[src/rtl/matrix_stream_pkg.sv]
// Shared state encoding, sizes and helpers for the matrix_stream_tx host sequencer.
package matrix_stream_pkg;

    localparam int DATA_W         = 8;
    localparam int N_ELEM         = 16;
    localparam int RESULT_LAT_DEF = 20;

    typedef enum logic [2:0] {
        LOAD,
        PULSE,
        SEND,
        WAIT,
        CAPTURE,
        DRAIN
    } state_t;

    function automatic logic [15:0] sat_inc16(input logic [15:0] v);
        return (v == 16'hFFFF) ? v : v + 16'd1;
    endfunction

endpackage

[src/rtl/matrix_stream_tx_byte_buf16.sv]
// 16-entry register file, one synchronous write port and one combinational read port.
module byte_buf16 #(
    parameter int DATA_W = matrix_stream_pkg::DATA_W
) (
    input  logic              i_clk,
    input  logic              i_we,
    input  logic [3:0]        i_waddr,
    input  logic [DATA_W-1:0] i_wdata,
    input  logic [3:0]        i_raddr,
    output logic [DATA_W-1:0] o_rdata
);
    import matrix_stream_pkg::*;

    logic [DATA_W-1:0] r_mem [16];

    // Contents survive reset; only the sequencer's control state is cleared.
    always_ff @(posedge i_clk) begin
        if (i_we) begin
            r_mem[i_waddr] <= i_wdata;
        end
    end

    assign o_rdata = r_mem[i_raddr];

endmodule

[src/rtl/matrix_stream_tx.sv]
// Host-side load/start/capture sequencer for the 4x4 int8 matmul engine.
// Optional job counter output enabled by defining MATRIX_STREAM_TX_STATS_EN.
module matrix_stream_tx #(
    parameter int DATA_W     = matrix_stream_pkg::DATA_W,
    parameter int N_ELEM     = matrix_stream_pkg::N_ELEM,
    parameter int RESULT_LAT = matrix_stream_pkg::RESULT_LAT_DEF
) (
    input  logic              clk,
    input  logic              rst,
    input  logic [DATA_W-1:0] in_data,
    input  logic              in_valid,
    output logic              in_ready,
    output logic [DATA_W-1:0] port_w,
    output logic              we_w,
    output logic [DATA_W-1:0] port_a,
    output logic              we_a,
    output logic              eng_rst,
    output logic              start_o,
    input  logic [DATA_W-1:0] port_o,
    output logic [DATA_W-1:0] out_data,
    output logic              out_valid,
    input  logic              out_ready,
    output logic              busy
`ifdef MATRIX_STREAM_TX_STATS_EN
    ,
    output logic [15:0]       job_count
`endif
);
    import matrix_stream_pkg::*;

    localparam int                LAT_W     = $clog2(RESULT_LAT + 1);
    localparam logic [3:0]        ELEM_LAST = 4'(N_ELEM - 1);
    localparam logic [4:0]        LD_LAST   = 5'(2 * N_ELEM - 1);
    localparam logic [LAT_W-1:0]  LAT_LAST  = LAT_W'(RESULT_LAT - 1);

    state_t             r_state;
    logic [4:0]         r_ld_cnt;
    logic [3:0]         r_snd_cnt;
    logic [3:0]         r_cap_cnt;
    logic [3:0]         r_rd_cnt;
    logic [LAT_W-1:0]   r_lat_cnt;
    logic [DATA_W-1:0]  r_port_w;
    logic [DATA_W-1:0]  r_port_a;
    logic               r_we;
    logic               r_eng_rst;
    logic               r_start;
    logic [DATA_W-1:0]  r_out_data;
`ifdef MATRIX_STREAM_TX_STATS_EN
    logic [15:0]        r_job_count;
`endif

    logic               w_accept;
    logic               w_out_fire;
    logic               w_wbuf_we;
    logic               w_fbuf_we;
    logic               w_cap_we;
    logic [3:0]         w_snd_raddr;
    logic [3:0]         w_rd_raddr;
    logic [DATA_W-1:0]  w_wbuf_rdata;
    logic [DATA_W-1:0]  w_fbuf_rdata;
    logic [DATA_W-1:0]  w_rbuf_rdata;

    assign w_accept   = (r_state == LOAD) && in_valid;
    assign w_out_fire = (r_state == DRAIN) && out_ready;
    assign w_wbuf_we  = w_accept && !r_ld_cnt[4];
    assign w_fbuf_we  = w_accept && r_ld_cnt[4];
    assign w_cap_we   = (r_state == CAPTURE);

    // Read one element ahead so the registered engine/host outputs line up with their counters.
    assign w_snd_raddr = (r_state == PULSE) ? 4'd0 : r_snd_cnt + 4'd1;
    assign w_rd_raddr  = (r_state == DRAIN) ? r_rd_cnt + 4'd1 : 4'd0;

    byte_buf16 #(.DATA_W(DATA_W)) u_wbuf (
        .i_clk(clk), .i_we(w_wbuf_we), .i_waddr(r_ld_cnt[3:0]), .i_wdata(in_data),
        .i_raddr(w_snd_raddr), .o_rdata(w_wbuf_rdata)
    );

    byte_buf16 #(.DATA_W(DATA_W)) u_fbuf (
        .i_clk(clk), .i_we(w_fbuf_we), .i_waddr(r_ld_cnt[3:0]), .i_wdata(in_data),
        .i_raddr(w_snd_raddr), .o_rdata(w_fbuf_rdata)
    );

    byte_buf16 #(.DATA_W(DATA_W)) u_rbuf (
        .i_clk(clk), .i_we(w_cap_we), .i_waddr(r_cap_cnt), .i_wdata(port_o),
        .i_raddr(w_rd_raddr), .o_rdata(w_rbuf_rdata)
    );

    always_ff @(posedge clk or negedge rst) begin
        if (!rst) begin
            r_state    <= LOAD;
            r_ld_cnt   <= '0;
            r_snd_cnt  <= '0;
            r_cap_cnt  <= '0;
            r_rd_cnt   <= '0;
            r_lat_cnt  <= '0;
            r_port_w   <= '0;
            r_port_a   <= '0;
            r_we       <= 1'b0;
            r_eng_rst  <= 1'b0;
            r_start    <= 1'b0;
            r_out_data <= '0;
`ifdef MATRIX_STREAM_TX_STATS_EN
            r_job_count <= '0;
`endif
        end else begin
            r_eng_rst <= 1'b0;
            unique case (r_state)
                LOAD: begin
                    if (w_accept) begin
                        if (r_ld_cnt == LD_LAST) begin
                            r_ld_cnt  <= '0;
                            r_eng_rst <= 1'b1;
                            r_state   <= PULSE;
                        end else begin
                            r_ld_cnt <= r_ld_cnt + 5'd1;
                        end
                    end
                end
                PULSE: begin
                    r_port_w <= w_wbuf_rdata;
                    r_port_a <= w_fbuf_rdata;
                    r_we     <= 1'b1;
                    r_state  <= SEND;
                end
                SEND: begin
                    if (r_snd_cnt == ELEM_LAST) begin
                        r_snd_cnt <= '0;
                        r_we      <= 1'b0;
                        r_start   <= 1'b1;
                        r_state   <= WAIT;
                    end else begin
                        r_snd_cnt <= r_snd_cnt + 4'd1;
                        r_port_w  <= w_wbuf_rdata;
                        r_port_a  <= w_fbuf_rdata;
                    end
                end
                WAIT: begin
                    if (r_lat_cnt == LAT_LAST) begin
                        r_lat_cnt <= '0;
                        r_state   <= CAPTURE;
                    end else begin
                        r_lat_cnt <= r_lat_cnt + LAT_W'(1);
                    end
                end
                CAPTURE: begin
                    if (r_cap_cnt == ELEM_LAST) begin
                        r_cap_cnt  <= '0;
                        r_start    <= 1'b0;
                        r_out_data <= w_rbuf_rdata;
                        r_state    <= DRAIN;
                    end else begin
                        r_cap_cnt <= r_cap_cnt + 4'd1;
                    end
                end
                DRAIN: begin
                    if (w_out_fire) begin
                        if (r_rd_cnt == ELEM_LAST) begin
                            r_rd_cnt <= '0;
                            r_state  <= LOAD;
`ifdef MATRIX_STREAM_TX_STATS_EN
                            r_job_count <= sat_inc16(r_job_count);
`endif
                        end else begin
                            r_rd_cnt   <= r_rd_cnt + 4'd1;
                            r_out_data <= w_rbuf_rdata;
                        end
                    end
                end
                default: r_state <= LOAD;
            endcase
        end
    end

    assign in_ready  = (r_state == LOAD);
    assign out_valid = (r_state == DRAIN);
    assign busy      = (r_state != LOAD);
    assign port_w    = r_port_w;
    assign port_a    = r_port_a;
    assign we_w      = r_we;
    assign we_a      = r_we;
    assign eng_rst   = r_eng_rst;
    assign start_o   = r_start;
    assign out_data  = r_out_data;
`ifdef MATRIX_STREAM_TX_STATS_EN
    assign job_count = r_job_count;
`endif

endmodule
[config.mk]
export PLATFORM = sky130hd
export DESIGN_NAME = matrix_stream_tx
export DESIGN_NICKNAME = d
export VERILOG_FILES = /design/src/rtl/matrix_stream_pkg.sv /design/src/rtl/matrix_stream_tx_byte_buf16.sv /design/src/rtl/matrix_stream_tx.sv
export SDC_FILE = /design/constraint.sdc
export NUM_CORES = 1
export LEC_CHECK = 0
export BUFFER_PORTS_ARGS = -buffer_cell sky130_fd_sc_hd__buf_2
export CORE_MARGIN = 2
export CORE_UTILIZATION = 30
export DETAILED_ROUTE_END_ITERATION = 16
export RECOVER_POWER = 100
export SLEW_MARGIN = 20
export SYNTH_ARGS = -nofsm -noshare
export SYNTH_HDL_FRONTEND = slang
export SYNTH_SLANG_ARGS = --single-unit
[constraint.sdc]
create_clock -name clk -period 6.2 [get_ports clk]
set_input_delay 0.62 -clock clk [delete_from_list [all_inputs] [get_ports clk]]
set_output_delay 0.62 -clock clk [all_outputs]
set_load 0.02 [all_outputs]
==> impl_results.md <==
* Critical hold path startpoint: in_valid
* First-pass GRT wire length at about 65 mm
* Yosys warnings at 0
* Top-count cell post-synth: edfxtp_1
* Ys async rst share at between 10% and 20%
* DR iter-0 viols at just under 1000
* Most common flop cell mapped by yosys: edfxtp_1
* DRT Wirelength at between 40 and 50 mm
* Bufs on Longest Clock Path at 3
* Starting Density at between 30% and 40%
* CTS Hold Bufs at 0
* Reg2reg start: r_snd_cnt[0]
* FMAX at roughly 210 MHz
* Vias/cell at ~5.1
* Grt total ovfl at 0
* Syn nets at roughly 1200
* Kind of start point of the critical path: register
* Largest net degree at the start of global routing at between 50 and 60
* Die W at between 200 and 250 um
* TritonCTS clock tree: built
* GP Congestion at ~0.8
* Initial antenna violation count at 0
* Slew headroom at -118.4%
* Global-route usage over all layers at 13.61%
* CP max stage delay at around 1900 ps
* Routed Antenna Nets at 0
* Unique masters post-synth at between 70 and 80
* Sequential area share after synthesis at between 70 and 80%
* Core Box Area at a little under 0.06 mm^2
* Vias in the first global route at approximately 10000
* Final #Nets at roughly 1300
* Ant diodes at 0
* # IOs at 51
* Worst Path Max Fanout at 56
* Critical Path RT at approximately 6600 ps
* Switching share of power at 19.96%
* Total Power at ~6 mW
* DP Worst Slack at between 2000 and 3000 ps
* Tmin final at 4754 ps
* Slowest CP cell: dfrtp_1
* Clk slew on worst S/H paths at 60 ps
* Site Rows at just under 90
* R2r endpoint: port_w[5]
* Fin crit share at about 77%
* Die area at 0.06196 mm^2
* HP Class: in -> reg
* Hold_ws at between 400 and 500 ps
* Hold path endpoint: eng_rst
* # port buffers at 50
* Post-place instance area at between 0.015 and 0.02 mm^2
* CP Buf/Inv Count at 0
* Post-Syn Area at around 0.018 mm^2
* Setup ws final at 1446 ps
* # H-tree levels at 2
* Crit Path Class: reg -> reg
* VDD IR max at 301.0 uV
* CP endpoint kind: register
* Crit path arrival time at 5180 ps
* Hold path depth at 2
* Leading area contributor after synthesis: edfxtp_1
* Final setup TNS at 0 ps
* Post-synth top cells: edfxtp_1 (384), nand2_1 (88), dfrtp_1 (52), o21ai_0 (52)
* DRC at 0
* Via Count at 10420
* Internal power at about 4.7 mW
* Syn Inst Count at around 1200
* Static Leak at about 6.7 nW
* Failing checks: capacitance limit, slew limit
* Sw Pwr at 1.167 mW
* Skew final at between 20 and 30 ps
* Worst slew pin tran at 3276 ps
* Status: finished, violations left
* Post-synth EDFFs at around 380
* Synthesized flop and latch total at ~440
* Pwr/cell area at around 290 mW/mm^2
* Final setup fails at 0
* Slew Viols, Final at 340
* Clk pwr share at 44.3%
* RSZ-0062 raised after global routing: false
* Gate power share at approximately 1.0%
* Num CTS Buffers at 43
* Post-synth top area share at 64.08%
* Syn-to-layout area delta at 12.90%
* Routed wl met2 at approximately 21 mm
* Seq pwr share at between 50% and 60%
* Met1 WL at 18.66 mm
* Flop2flop setup slack at 1450 ps
* Hpwl dp at approximately 27 mm
* Detail Route met3 WL at ~2.8 mm
* Final hold vios at 0
* Area contributors post-synth: edfxtp_1 (64%), dfrtp_1 (7.2%), mux4_2 (2.8%)
* Clk_lat worst skew at ~570 ps
* Die height at 248.9 um
* Syn_area_per_cell at about 15 um^2
* Final instance area at ~0.020 mm^2
* Reg2Reg Depth at 6
* Clk sink count at approximately 440
* Post-CTS Setup Inserts at 0
* CTS root buffer: clkbuf_16
* Drt wl/cell at around 21 um
* Worst path cell trace: ha_4 > xor2_4 > nand2_1 > a221oi_1 > a221o_1 > o211ai_1
* Max cap viols at 9
* Top Metal Used: met4
* CP top delay family: flip-flops
* Share of cells above drive strength 1 at 10.65%
* Post-cts resize count at 0
* 1st-pass router iterations at 5
## worst register-to-register path, cell delays in order (launching register included)
cell,delay [ps]
dfrtp_1,1860
ha_4,390
xor2_4,790
nand2_1,690
a221oi_1,510
a221o_1,270
o211ai_1,100
## cell type report
type | count | area (um^2)
Fill cell | 5669 | 38810
Sequential cell | 436 | 12830
Multi-Input combinational cell | 659 | 4752
Clock buffer | 60 | 1190
Tap cell | 773 | 967.2
Timing Repair Buffer | 68 | 311.5
Clock inverter | 19 | 205.2
Inverter | 16 | 60.06
## metrics by stage
stage | instances | util, %
after CTS | 2031 | 34.60
after global placement | 1952 | 32.21
after global routing | 2031 | 34.36
final | 2031 | 34.36
after detailed placement | 1952 | 32.24
after floorplan | 1182 | -
## power groups by stage
stage / sequential [mW] / clock, mW / combinational (mW)
2_1_floorplan: 3.26 / 0 / 0.00137
3_3_place_gp: 3.26 / 0 / 0.0596
3_5_place_dp: 3.26 / 0 / 0.0629
4_1_cts: 3.20 / 2.64 / 0.0633
5_1_grt: 3.20 / 2.76 / 0.0649
6_report: 3.20 / 2.59 / 0.0590
## per-layer routing
layer | track usage, % | up-vias
li1 | - | 4727
met1 | 18.08 | 5254
met2 | 22.65 | 375
met3 | 2.853 | 65
met4 | 3.515 | 0
met5 | 0 | -
## placed cells by master, fill, tap and decap left out, drive strengths merged, types with 15 or more instances in the layout
master | Yosys | routed
nand3 | 27 | 27
mux2 | 25 | 25
clkbuf | 31 | 111
nor3 | 25 | 25
o21ai | 55 | 55
a21oi | 35 | 35
inv | 15 | 16
and2 | 29 | 29
nand2 | 88 | 88
o211ai | 29 | 29
a22oi | 15 | 15
edfxtp | 384 | 384
mux4 | 22 | 22
nor2 | 48 | 48
o22ai | 22 | 22
mux2i | 48 | 48
and3 | 17 | 17
buf | 40 | 17
a211oi | 17 | 17
dfrtp | 52 | 52
## logic make-up (layout without fill, tap and decap cells)
family / count (synthesis) / count (layout) / synth area share [%]
mux: 95 / 95 / 6.987
compound gates: 266 / 266 / 10.48
xor+xnor: 9 / 9 / 0.5423
flops: 436 / 436 / 71.31
simple gates: 277 / 277 / 7.710
fa+ha+maj: 12 / 12 / 0.8343
buf+inv: 87 / 163 / 2.134
## how the worst max path moves through the flow
| stage | from | to | slack, ps | depth (start not counted) |
|---|---|---|---|---|
| 2_1_floorplan | r_state[2] | u_wbuf.r_mem[0][0] | 3540 | 6 |
| 3_3_place_gp | r_snd_cnt[0] | port_a[0] | 2590 | 6 |
| 3_5_place_dp | r_snd_cnt[0] | port_a[0] | 2550 | 6 |
| 4_1_cts | r_snd_cnt[0] | port_w[5] | 2530 | 6 |
| 5_1_grt | r_snd_cnt[0] | port_a[0] | 1170 | 6 |
| 6_report | r_snd_cnt[0] | port_w[5] | 1450 | 6 |
## sequential cells by signal, summed over array words and instances (netlist names), 5 cells and up
signal and cells:
u_rbuf.r_mem 128, port_a 8, r_ld_cnt 5, out_data 8, port_w 8, r_lat_cnt 5, u_wbuf.r_mem 128, u_fbuf.r_mem 128
No activity file was read; power rests on OpenSTA's default activity.
